### src/rtl/tdm_slot_scheduler.sv
// tdm_slot_scheduler
//   Time-division front end that shares one fixed-function unit between two
//   security domains. Domain 0 (L) owns even slots and domain 1 (H) owns odd
//   slots. Each slot is SLOT_LEN cycles long. A domain may issue one request,
//   and only at the issue cycle of its own slot. The result is held and
//   released at the last cycle of that slot. Response timing therefore depends
//   only on the schedule, never on the other domain or on the unit's latency.
//
//   Optional build macro TDM_SCRUB_EN adds a guard cycle. Issue moves to
//   cnt==1, capture is limited to cnt 2..SLOT_LEN-2, and SLOT_LEN must be >= 4.
//
// Ports
//   clk, reset                 clock, synchronous active-high reset
//   req0_* / req1_*            per-domain request (valid/data in, ready out)
//   rsp0_* / rsp1_*            per-domain response strobe + payload
//   res_valid/res_data         issue to the shared unit
//   res_dom                    current slot owner
//   res_rsp_valid/res_rsp_data result from the shared unit
//   overrun                    sticky: a result missed its slot deadline
module tdm_slot_scheduler #(
  parameter int W        = 16,
  parameter int SLOT_LEN = 8,
  parameter int CW       = 8
) (
  input  logic         clk,
  input  logic         reset,
  input  logic         req0_valid,
  input  logic [W-1:0] req0_data,
  output logic         req0_ready,
  output logic         rsp0_valid,
  output logic [W-1:0] rsp0_data,
  input  logic         req1_valid,
  input  logic [W-1:0] req1_data,
  output logic         req1_ready,
  output logic         rsp1_valid,
  output logic [W-1:0] rsp1_data,
  output logic         res_valid,
  output logic [W-1:0] res_data,
  output logic         res_dom,
  input  logic         res_rsp_valid,
  input  logic [W-1:0] res_rsp_data,
  output logic         overrun
);

`ifdef TDM_SCRUB_EN
  localparam int ISSUE_AT = 1;
  localparam int MIN_LEN  = 4;
`else
  localparam int ISSUE_AT = 0;
  localparam int MIN_LEN  = 3;
`endif

  localparam logic [CW-1:0] C_ISSUE = CW'(ISSUE_AT);
  localparam logic [CW-1:0] C_CAPHI = CW'(SLOT_LEN - 2);
  localparam logic [CW-1:0] C_LAST  = CW'(SLOT_LEN - 1);

  generate
    if (SLOT_LEN < MIN_LEN || SLOT_LEN > 256 || (2 ** CW) < SLOT_LEN) begin : g_bad_cfg
      $error("tdm_slot_scheduler: illegal SLOT_LEN/CW combination");
    end
  endgenerate

  logic [CW-1:0] r_cnt;
  logic          r_owner;
  logic          r_pending;
  logic          r_done;
  logic [W-1:0]  r_rbuf;
  logic          r_overrun;

  logic w_issue_slot, w_last, w_cap_win;
  logic w_issue0, w_issue1, w_issue, w_cap, w_rel;

  assign w_issue_slot = (r_cnt == C_ISSUE);
  assign w_last       = (r_cnt == C_LAST);
`ifdef TDM_SCRUB_EN
  assign w_cap_win    = (r_cnt >= CW'(2)) && (r_cnt <= C_CAPHI);
`else
  assign w_cap_win    = (r_cnt <= C_CAPHI);
`endif

  // Ready depends only on the schedule. It is masked while reset is held so
  // that a valid held through reset cannot issue to the unit.
  assign req0_ready = ~reset & w_issue_slot & ~r_owner;
  assign req1_ready = ~reset & w_issue_slot &  r_owner;

  assign w_issue0 = req0_valid & req0_ready;
  assign w_issue1 = req1_valid & req1_ready;
  assign w_issue  = w_issue0 | w_issue1;

  assign res_valid = w_issue;
  assign res_data  = w_issue0 ? req0_data : (w_issue1 ? req1_data : '0);
  assign res_dom   = r_owner;

  // A result is accepted only while a request is outstanding and the slot has
  // room left to release it. Stale or late results fall through.
  assign w_cap = res_rsp_valid & r_pending & w_cap_win;

  assign w_rel      = w_last & r_done;
  assign rsp0_valid = w_rel & ~r_owner;
  assign rsp1_valid = w_rel &  r_owner;
  assign rsp0_data  = rsp0_valid ? r_rbuf : '0;
  assign rsp1_data  = rsp1_valid ? r_rbuf : '0;

  assign overrun = r_overrun;

  always_ff @(posedge clk) begin
    if (reset) begin
      r_cnt     <= '0;
      r_owner   <= 1'b0;
      r_pending <= 1'b0;
      r_done    <= 1'b0;
      r_rbuf    <= '0;
      r_overrun <= 1'b0;
    end else begin
      if (w_issue) begin
        r_pending <= 1'b1;
      end else if (w_cap) begin
        r_pending <= 1'b0;
        r_done    <= 1'b1;
        r_rbuf    <= res_rsp_data;
      end else if (w_last && r_pending) begin
        // Deadline missed: nothing is released and the slot closes clean.
        r_pending <= 1'b0;
        r_overrun <= 1'b1;
      end
      // Slot end: nothing survives into the next owner's slot. Capture never
      // fires in the last cycle, so this does not race the buffer write.
      if (w_last) begin
        r_cnt   <= '0;
        r_owner <= ~r_owner;
        r_done  <= 1'b0;
        r_rbuf  <= '0;
      end else begin
        r_cnt <= r_cnt + 1'b1;
      end
    end
  end

endmodule
### config.mk
export PLATFORM = sky130hd
export DESIGN_NAME = tdm_slot_scheduler
export DESIGN_NICKNAME = d
export VERILOG_FILES = /design/src/rtl/tdm_slot_scheduler.sv
export SDC_FILE = /design/constraint.sdc
export NUM_CORES = 1
export LEC_CHECK = 0
export BUFFER_PORTS_ARGS = -buffer_cell sky130_fd_sc_hd__buf_2
export CORE_UTILIZATION = 38
export CTS_BUF_LIST = sky130_fd_sc_hd__clkbuf_16
export CTS_CLUSTER_SIZE = 8
export DETAILED_ROUTE_END_ITERATION = 6
export PLACE_DENSITY = 0.86
export REMOVE_ABC_BUFFERS = 1
export SKIP_CTS_REPAIR_TIMING = 1
export SLEW_MARGIN = 25
export SYNTH_ARGS = -nofsm -noshare
export SYNTH_HDL_FRONTEND = slang
export SYNTH_SLANG_ARGS = --single-unit
### constraint.sdc
create_clock -name clk -period 2.05 [get_ports clk]
set_input_delay 0.41 -clock clk [delete_from_list [all_inputs] [get_ports clk]]
set_output_delay 0.41 -clock clk [all_outputs]
set_load 0.01 [all_outputs]
# Word-level counts from Yosys, hierarchy flattened
# Index checks and enable logic that the tools add are counted.
[classes]
add_sub_neg = 1
magnitude_cmp = 1
n_eq_ne = 1
n_mux = 7
bitwise_logic = 15
n_reduce_logical = 6
[op_table]
columns = ["cell", "count"]
rows = [
  ["2-to-1 mux 16 bit", 4],
  ["AND 1 bit", 10],
  ["adder 8 x 1 -> 8 bit, second input constant", 1],
  ["== test 8 x 3 -> 1 bit, second input constant", 1],
  ["<= comparator 8 x 3 -> 1 bit, second input constant", 1],
  ["logical NOT 8 bit", 1],
  ["inverter 1 bit", 4],
  ["2-to-1 mux 1 bit", 3],
  ["AND reduction 3 bit", 1],
  ["nonzero test 3 bit", 1],
  ["AND reduction 2 bit", 1],
  ["OR reduction 2 bit", 1],
  ["logical AND 1 bit", 1],
  ["OR 1 bit", 1],
]
[word_totals]
regBits = 28
in_bits = 53
out_inout_bits = 55
elab_cells = 37

# Depth between registers and ports, before layout
# Gate-level depths: netlist (run 1).
[logic_depth]
word_depth = 7
ltp_mapped = 8
depth_no_buf = 6

# Least setup slack after synthesis (run 1)
# Ideal clock, no wire load.
[synth_path]
kind = "flip-flop to output port"
from = "register r_cnt[0]"
to = "output res_data[10]"
arrival_time_ps = 1805
required_time_ps = 1640
path_slack_ps = -165
path_stages_with_launch = 8
path_buffers = 1
path_cell_list = "dfxtp_1 > inv_1 > ha_1 > or3b_4 > or3b_4 > nor2_4 > buf_6 > a22o_1"
[synth_between]
elab_chain_len = 6
word_cells_on_any_way = 8
cone_classes = "mux (2); bitwise (5); reduce/logical (1)"
[synth_rtl]
columns = ["item", "line", "text"]
rows = [
  ["from (decl)", "63", "logic [CW-1:0] r_cnt;"],
  ["from (signal assigned)", "134", "r_cnt <= r_cnt + 1'b1;"],
  ["logical NOT 8 bit (*)", "73", "assign w_issue_slot = (r_cnt == C_ISSUE);"],
  ["AND 1 bit (*)", "83, 84", ""],
  ["AND 1 bit", "84", "assign req1_ready = ~reset & w_issue_slot & r_owner;"],
  ["AND 1 bit", "87", "assign w_issue1 = req1_valid & req1_ready;"],
  ["2-to-1 mux 16 bit", "91", "assign res_data = w_issue0 ? req0_data : (w_issue1 ? req1_data : '0);"],
  ["2-to-1 mux 16 bit (*)", "91", ""],
  ["to (decl)", "38", "output logic [W-1:0] res_data,"],
]
# Mark *: on every way between the ends. The rest lies on a longest branch, timed or not.

# Worst setup path in the final report (run 1)
[layout_path]
from = "register r_cnt[0]"
to = "output res_data[7]"
# The elaborated chain is that of the path after synthesis.

==> flow_metrics.tcl, run 1 <==
set metrics [dict create \
    status "finished with violations" \
    violations "setup timing" \
    wl_per_cell_um 15.3 \
    fp.dieArea_sq_um 4570 \
    use_met2_pct 39.9 \
    fin_crit_sh_pct 125 \
    clock_skew_ps 3.54 \
    synth_area_leaders "dfxtp_1, and2_1, a22o_1, nand3_1, a21oi_1" \
    drive_gt1_share_pct 58.4 \
    fin_cells 377 \
    worstHoldEndpoint "r_rbuf[2]$_SDFFE_PP0P_" \
    core_sq_um 4060 \
    tightestPinTransition_ps 440 \
    std_cell_rows 23 \
    ant_nets 0 \
    final_nets 384 \
    startpoint_type "register" \
    drtIter0Drc 151 \
    grt_pass1_wl_um 7370 \
    numPortBuffers 107 \
    hold_violations 0 \
    cts_sinks 28 \
    avgSynthCellArea_sq_um 8.18 \
    synth-seq-area-share_pct 34.3 \
    placed_area_sq_um 2320 \
    clock_latency_ps 270 \
    r2r_slack_ps 190 \
    synth_cell_types 32 \
    r2r_end "r_rbuf[13]$_SDFFE_PP0P_" \
    synth_area_sq_um 1640 \
    num-fill-cells 299 \
    crit_type "reg2out" \
    reg2reg_depth 8 \
    fin_hold_ws_ps 389 \
    min_path_type "in2reg" \
    dp.cells 362 \
    numCtsBuffers 3 \
    final.setup.worst_slack_ps -510 \
    cts_max_level 1 \
    ioPinCount 108 \
    clock_path_buffers 2 \
    finalCriticalPeriod_ps 2560 \
    grt_max_degree 24 \
    layout.cells.most_common "buf_2" \
    hold_path.startpoint "res_rsp_data[2]" \
    grtUsageMet3_pct 3.55 \
    route.detailed.drc 0 \
    start_util_pct 40.3 \
    fin_util_pct 71.3 \
    vdd_drop_max_v 0.000432 \
    yosysTopAreaCell "dfxtp_1" \
    top_usage_layer "met2" \
    syn_inst 200 \
    cts_tree "built" \
    whs_path_depth 3 \
    syn2layout_area_growth_pct 76.8 \
    first_pass_iters 4 \
    met1_usage_pct 23.4 \
    cp-end-kind "primary output" \
    die_width_um 67.6 \
    fmax_mhz 391 \
    drt_wl_total_um 5770 \
    p_leak_nw 1.36 \
    r2r_start "r_cnt[0]$_SDFF_PP0_" \
    grt_overflow 0 \
    relSlewSlack_pct 69.9 \
    routed_via_density 5.34 \
    vias 2015 \
    setup-violations-final 52 \
    fin_area_sq_um 2890 \
    grt_pass1_vias 1724 \
    powerDensity_nw_per_um2 489 \
    ys_ff_latch 28 \
    num_antenna_cells 0 \
    cap_violations 0 \
    antenna_found_initial 0 \
    finalMaxSlewViolations 0 \
    rsz0062_at_grt "yes" \
    cts.clk_slew.worst_paths_ps 70 \
    final_cell_mix "buf_2, buf_6, and2_4, dfxtp_1, nand3_1" \
    dpl.hpwl_um 3520 \
    cp.arrival_ps 2150 \
    worstPathMaxFanout 7 \
    critPathLaunch "r_cnt[0]$_SDFF_PP0_" \
    worstPathRequired_ps 1640 \
    cts_root_buf "clkbuf_16" \
    die_y_um 67.6 \
    grt_use_total_pct 20.9 \
    yosysTopAreaCellShare_pct 34.3 \
    gp_congestion 0.790 \
    p_total_w 0.00141 \
    synth_warnings 0 \
]
==> how the worst max path moves through the flow <==
stage,to,slack (ps),depth (start not counted)
3_3_place_gp,res_data[11],-190,7
5_1_grt,res_data[7],-580,8
4_1_cts,res_data[12],-500,8
6_report,res_data[7],-510,8
3_5_place_dp,res_data[12],-220,7
2_1_floorplan,res_data[0],-160,6
==> synthesized netlist by cell type <==
| master | n |
|---|---|
| nand2b_1 | 3 |
| dfxtp_1 | 28 |
| o2111ai_2 | 1 |
| nor4_2 | 1 |
| o21bai_1 | 1 |
| and3_2 | 1 |
| xor2_1 | 4 |
| nor2b_1 | 1 |
| nand2_1 | 4 |
| nand3_1 | 23 |
| a22o_1 | 15 |
| buf_2 | 4 |
| buf_6 | 3 |
| nor3_2 | 2 |
| a21oi_1 | 19 |
| o21ai_0 | 7 |
| and3b_2 | 1 |
| or3b_4 | 2 |
| nor2_4 | 2 |
| inv_1 | 5 |
| clkbuf_1 | 7 |
| xnor2_1 | 3 |
| nand3b_1 | 1 |
| and2_1 | 32 |
| a41oi_1 | 1 |
| nor3_1 | 1 |
| and3_1 | 1 |
| mux2i_1 | 1 |
| o21ai_1 | 9 |
| ha_1 | 3 |
| nor2_1 | 13 |
| o2111a_1 | 1 |
==> where the power goes <==
part           total [W]  internal, W  switching [W]  leakage [nW]
registers       0.000585     0.000567      0.0000184         0.229
clock network   0.000582     0.000389       0.000192        0.0511
logic           0.000247     0.000127       0.000120          1.08
total            0.00141      0.00108       0.000331          1.36
==> registers in the layout (all words and copies together) (netlist names) <==
name,count
res_dom,1
overrun,1
r_rbuf,16
r_done,1
r_cnt,8
r_pending,1
==> cells by family after synthesis <==
group	count (synthesis)	synth area share, %
and+or+nand+nor	88	31.7
AOI/OAI and AO/OA	54	21.3
DFF	28	34.3
buffers and inverters	19	6.04
xor gates and xnor gates	7	3.75
adders and majority gates	3	2.30
muxes	1	0.612
==> final cells by class <==
type | instances | area, sq um | area share, %
tap | 50 | 62.6 | 2.16
clock buffer | 3 | 75.1 | 2.60
sequential | 28 | 567 | 19.6
inverter | 5 | 18.8 | 0.649
timing repair buffer | 137 | 1010 | 35.1
clock inverter | 1 | 30.0 | 1.04
multi-input combinational | 153 | 1120 | 38.9
==> critical path: stages (launching register included) <==
cell,delay (ps)
dfxtp_2,330
inv_2,70
ha_4,120
or3b_4,370
or3b_4,420
nor2_4,160
clkbuf_16,170
a22o_1,130
buf_2,120
==> routing by layer <==
| layer | share of wire (%) | wire length, um | vias up |
|---|---|---|---|
| li1 | - | - | 949 |
| met1 | 41 | 2340 | 984 |
| met2 | 53 | 3070 | 68 |
| met3 | 4.5 | 261 | 14 |
| met4 | 1.6 | 93 | 0 |
| met5 | 0 | 0 | - |
==> through the flow <==
stage | worst slack (ps) | TNS [ps]
2_1_floorplan | -158 | -2530
3_3_place_gp | -188 | -2960
3_5_place_dp | -224 | -3290
4_1_cts | -497 | -14860
5_1_grt | -580 | -22100
6_report | -510 | -18130
(Power assumes the default switching activity.)
==> run 2: changes to the inputs <==
--- a/config.mk
+++ b/config.mk
@@ -10,6 +10,7 @@
 export CTS_BUF_LIST = sky130_fd_sc_hd__clkbuf_16
 export CTS_CLUSTER_SIZE = 8
 export DETAILED_ROUTE_END_ITERATION = 6
+export MAX_ROUTING_LAYER = met4
 export PLACE_DENSITY = 0.86
 export REMOVE_ABC_BUFFERS = 1
 export SKIP_CTS_REPAIR_TIMING = 1
==> flow_metrics.tcl, run 2 (same netlist as run 1, synthesis figures left out) <==
set metrics [dict create \
    status "finished with violations" \
    violations "setup timing" \
    grt_pass1_vias 1723 \
    fin_area_sq_um 2890 \
    r2r_start "r_cnt[0]$_SDFF_PP0_" \
    r2r_end "r_rbuf[13]$_SDFFE_PP0P_" \
    share_seq_of_total_power_pct 41.4 \
    die_y_um 67.6 \
    antenna_found_initial 0 \
    core_sq_um 4060 \
    crit_family "simple AND/OR/NAND/NOR gates" \
    p_leak_nw 1.36 \
    p_switching_w 0.000330 \
    layout.cells.most_common "buf_2" \
    comb_power_share_pct 17.5 \
    r2r_slack_ps 190 \
    reg2reg_depth 8 \
    cap_violations 0 \
    p_total_w 0.00141 \
    slowest_stage "or3b_4" \
    final.setup.worst_slack_ps -509 \
    largestRegisters "r_rbuf (16), r_cnt (8)" \
    routed_via_density 5.32 \
    drtIter0Drc 156 \
    cp-end-kind "primary output" \
    grt_overflow 0 \
    ant_nets 0 \
    min_path_type "in2reg" \
    worstPathMaxFanout 7 \
    final_cell_mix "buf_2, buf_6, and2_4, dfxtp_1, nand3_1" \
    cts_max_level 1 \
    crit_buf_inv 3 \
    placed_area_sq_um 2320 \
    numPortBuffers 107 \
    largest_register_ff_count 16 \
    multi_input_area_sq_um 1120 \
    vias 2007 \
    dpl.hpwl_um 3520 \
    drt_wl_total_um 5760 \
    fp.dieArea_sq_um 4570 \
    crit_chain "inv_2 > ha_4 > or3b_4 > or3b_4 > nor2_4 > clkbuf_16 > a22o_1 > buf_2" \
    route.detailed.drc 0 \
    syn2layout_area_growth_pct 76.8 \
    slowest_delay_ps 420 \
    worstPathRequired_ps 1640 \
    worstHoldEndpoint "r_rbuf[2]$_SDFFE_PP0P_" \
    seqCellArea_sq_um 567 \
    hold_violations 0 \
    grt_pass1_wl_um 7370 \
    cts_sinks 28 \
    fin_hold_ws_ps 389 \
    cts_root_buf "clkbuf_16" \
    grt_use_total_pct 21.5 \
    fmax_mhz 391 \
    max_flop_register "r_rbuf" \
    cts_tree "built" \
    die_width_um 67.6 \
    clock_path_buffers 2 \
    switching_share_pct 23.4 \
    num-fill-cells 299 \
    dp_slack_ps -224 \
    start_util_pct 40.3 \
    pwr-share-clk_pct 41.1 \
    tightestPinTransition_ps 440 \
    internal_power_w 0.00108 \
    cp.arrival_ps 2150 \
    finalMaxSlewViolations 0 \
    cpMostUsedCell "or3b_4" \
    cts.clk_slew.worst_paths_ps 70 \
    grt_max_degree 24 \
    powerDensity_nw_per_um2 488 \
    setup-violations-final 52 \
    finalCriticalPeriod_ps 2560 \
    first_pass_iters 6 \
    rsz0062_at_grt "yes" \
    clock_latency_ps 260 \
    drive_gt1_share_pct 58.4 \
    std_cell_rows 23 \
    whs_path_depth 3 \
    numCtsBuffers 3 \
    fin_crit_sh_pct 125 \
    tns_ps -18040 \
    crit_type "reg2out" \
    relSlewSlack_pct 69.8 \
    hold_path.startpoint "res_rsp_data[2]" \
    ioPinCount 108 \
    vdd_drop_max_v 0.000432 \
    startpoint_type "register" \
    wl_per_cell_um 15.3 \
    critPathLaunch "r_cnt[0]$_SDFF_PP0_" \
    gp_congestion 0.801 \
    num_antenna_cells 0 \
    final_nets 384 \
    clock_skew_ps 2.74 \
]
run 2: cell counts in the layout (fill, tap and decap cells not counted):
No cell type changed its count.
run 2: worst max path at each step:
stage	end	cells after the start
floorplan	res_data[0]	6
global placement	res_data[11]	7
detailed placement	res_data[12]	7
CTS	res_data[12]	8
global route	res_data[7]	8
finish	res_data[7]	8
run 2: power groups by stage:
stage               clock network (W)  logic (W)  registers, W
global route                 0.000610   0.000270      0.000587
CTS                          0.000584   0.000220      0.000582
global placement                    0   0.000213      0.000593
floorplan                           0  0.0000998      0.000593
finish                       0.000580   0.000247      0.000585
detailed placement                  0   0.000218      0.000595
run 2: area by class of cell:
type / count / share of cell area (%)
Tap cell: 50 / 2.16
Inverter: 5 / 0.649
Clock buffer: 3 / 2.60
Sequential cell: 28 / 19.6
Timing Repair Buffer: 137 / 35.1
Clock inverter: 1 / 1.04
Multi-Input combinational cell: 153 / 38.9
run 2: per-layer routing:
layer,track usage [%],part of all wire (%),up-vias
met1,23.4,40,981
met4,5.32,1.6,0
li1,-,-,949
met3,3.55,4.4,13
met5,-,0,-
met2,39.9,54,64
run 2: metrics by stage:
stage	util, %	std cells
after global routing	71.3	377
after CTS	59.8	366
after detailed placement	57.2	362
after global placement	57.2	362
final	71.3	377
after floorplan	-	186
run 2: worst register-to-register path, cell delays in order, from the launching register on:
cell and delay, ps:
dfxtp_2 320, inv_2 70, ha_4 120, or3b_4 370, buf_4 160, o2111ai_2 180
buf_4 240, o21ai_0 130, a21oi_1 190
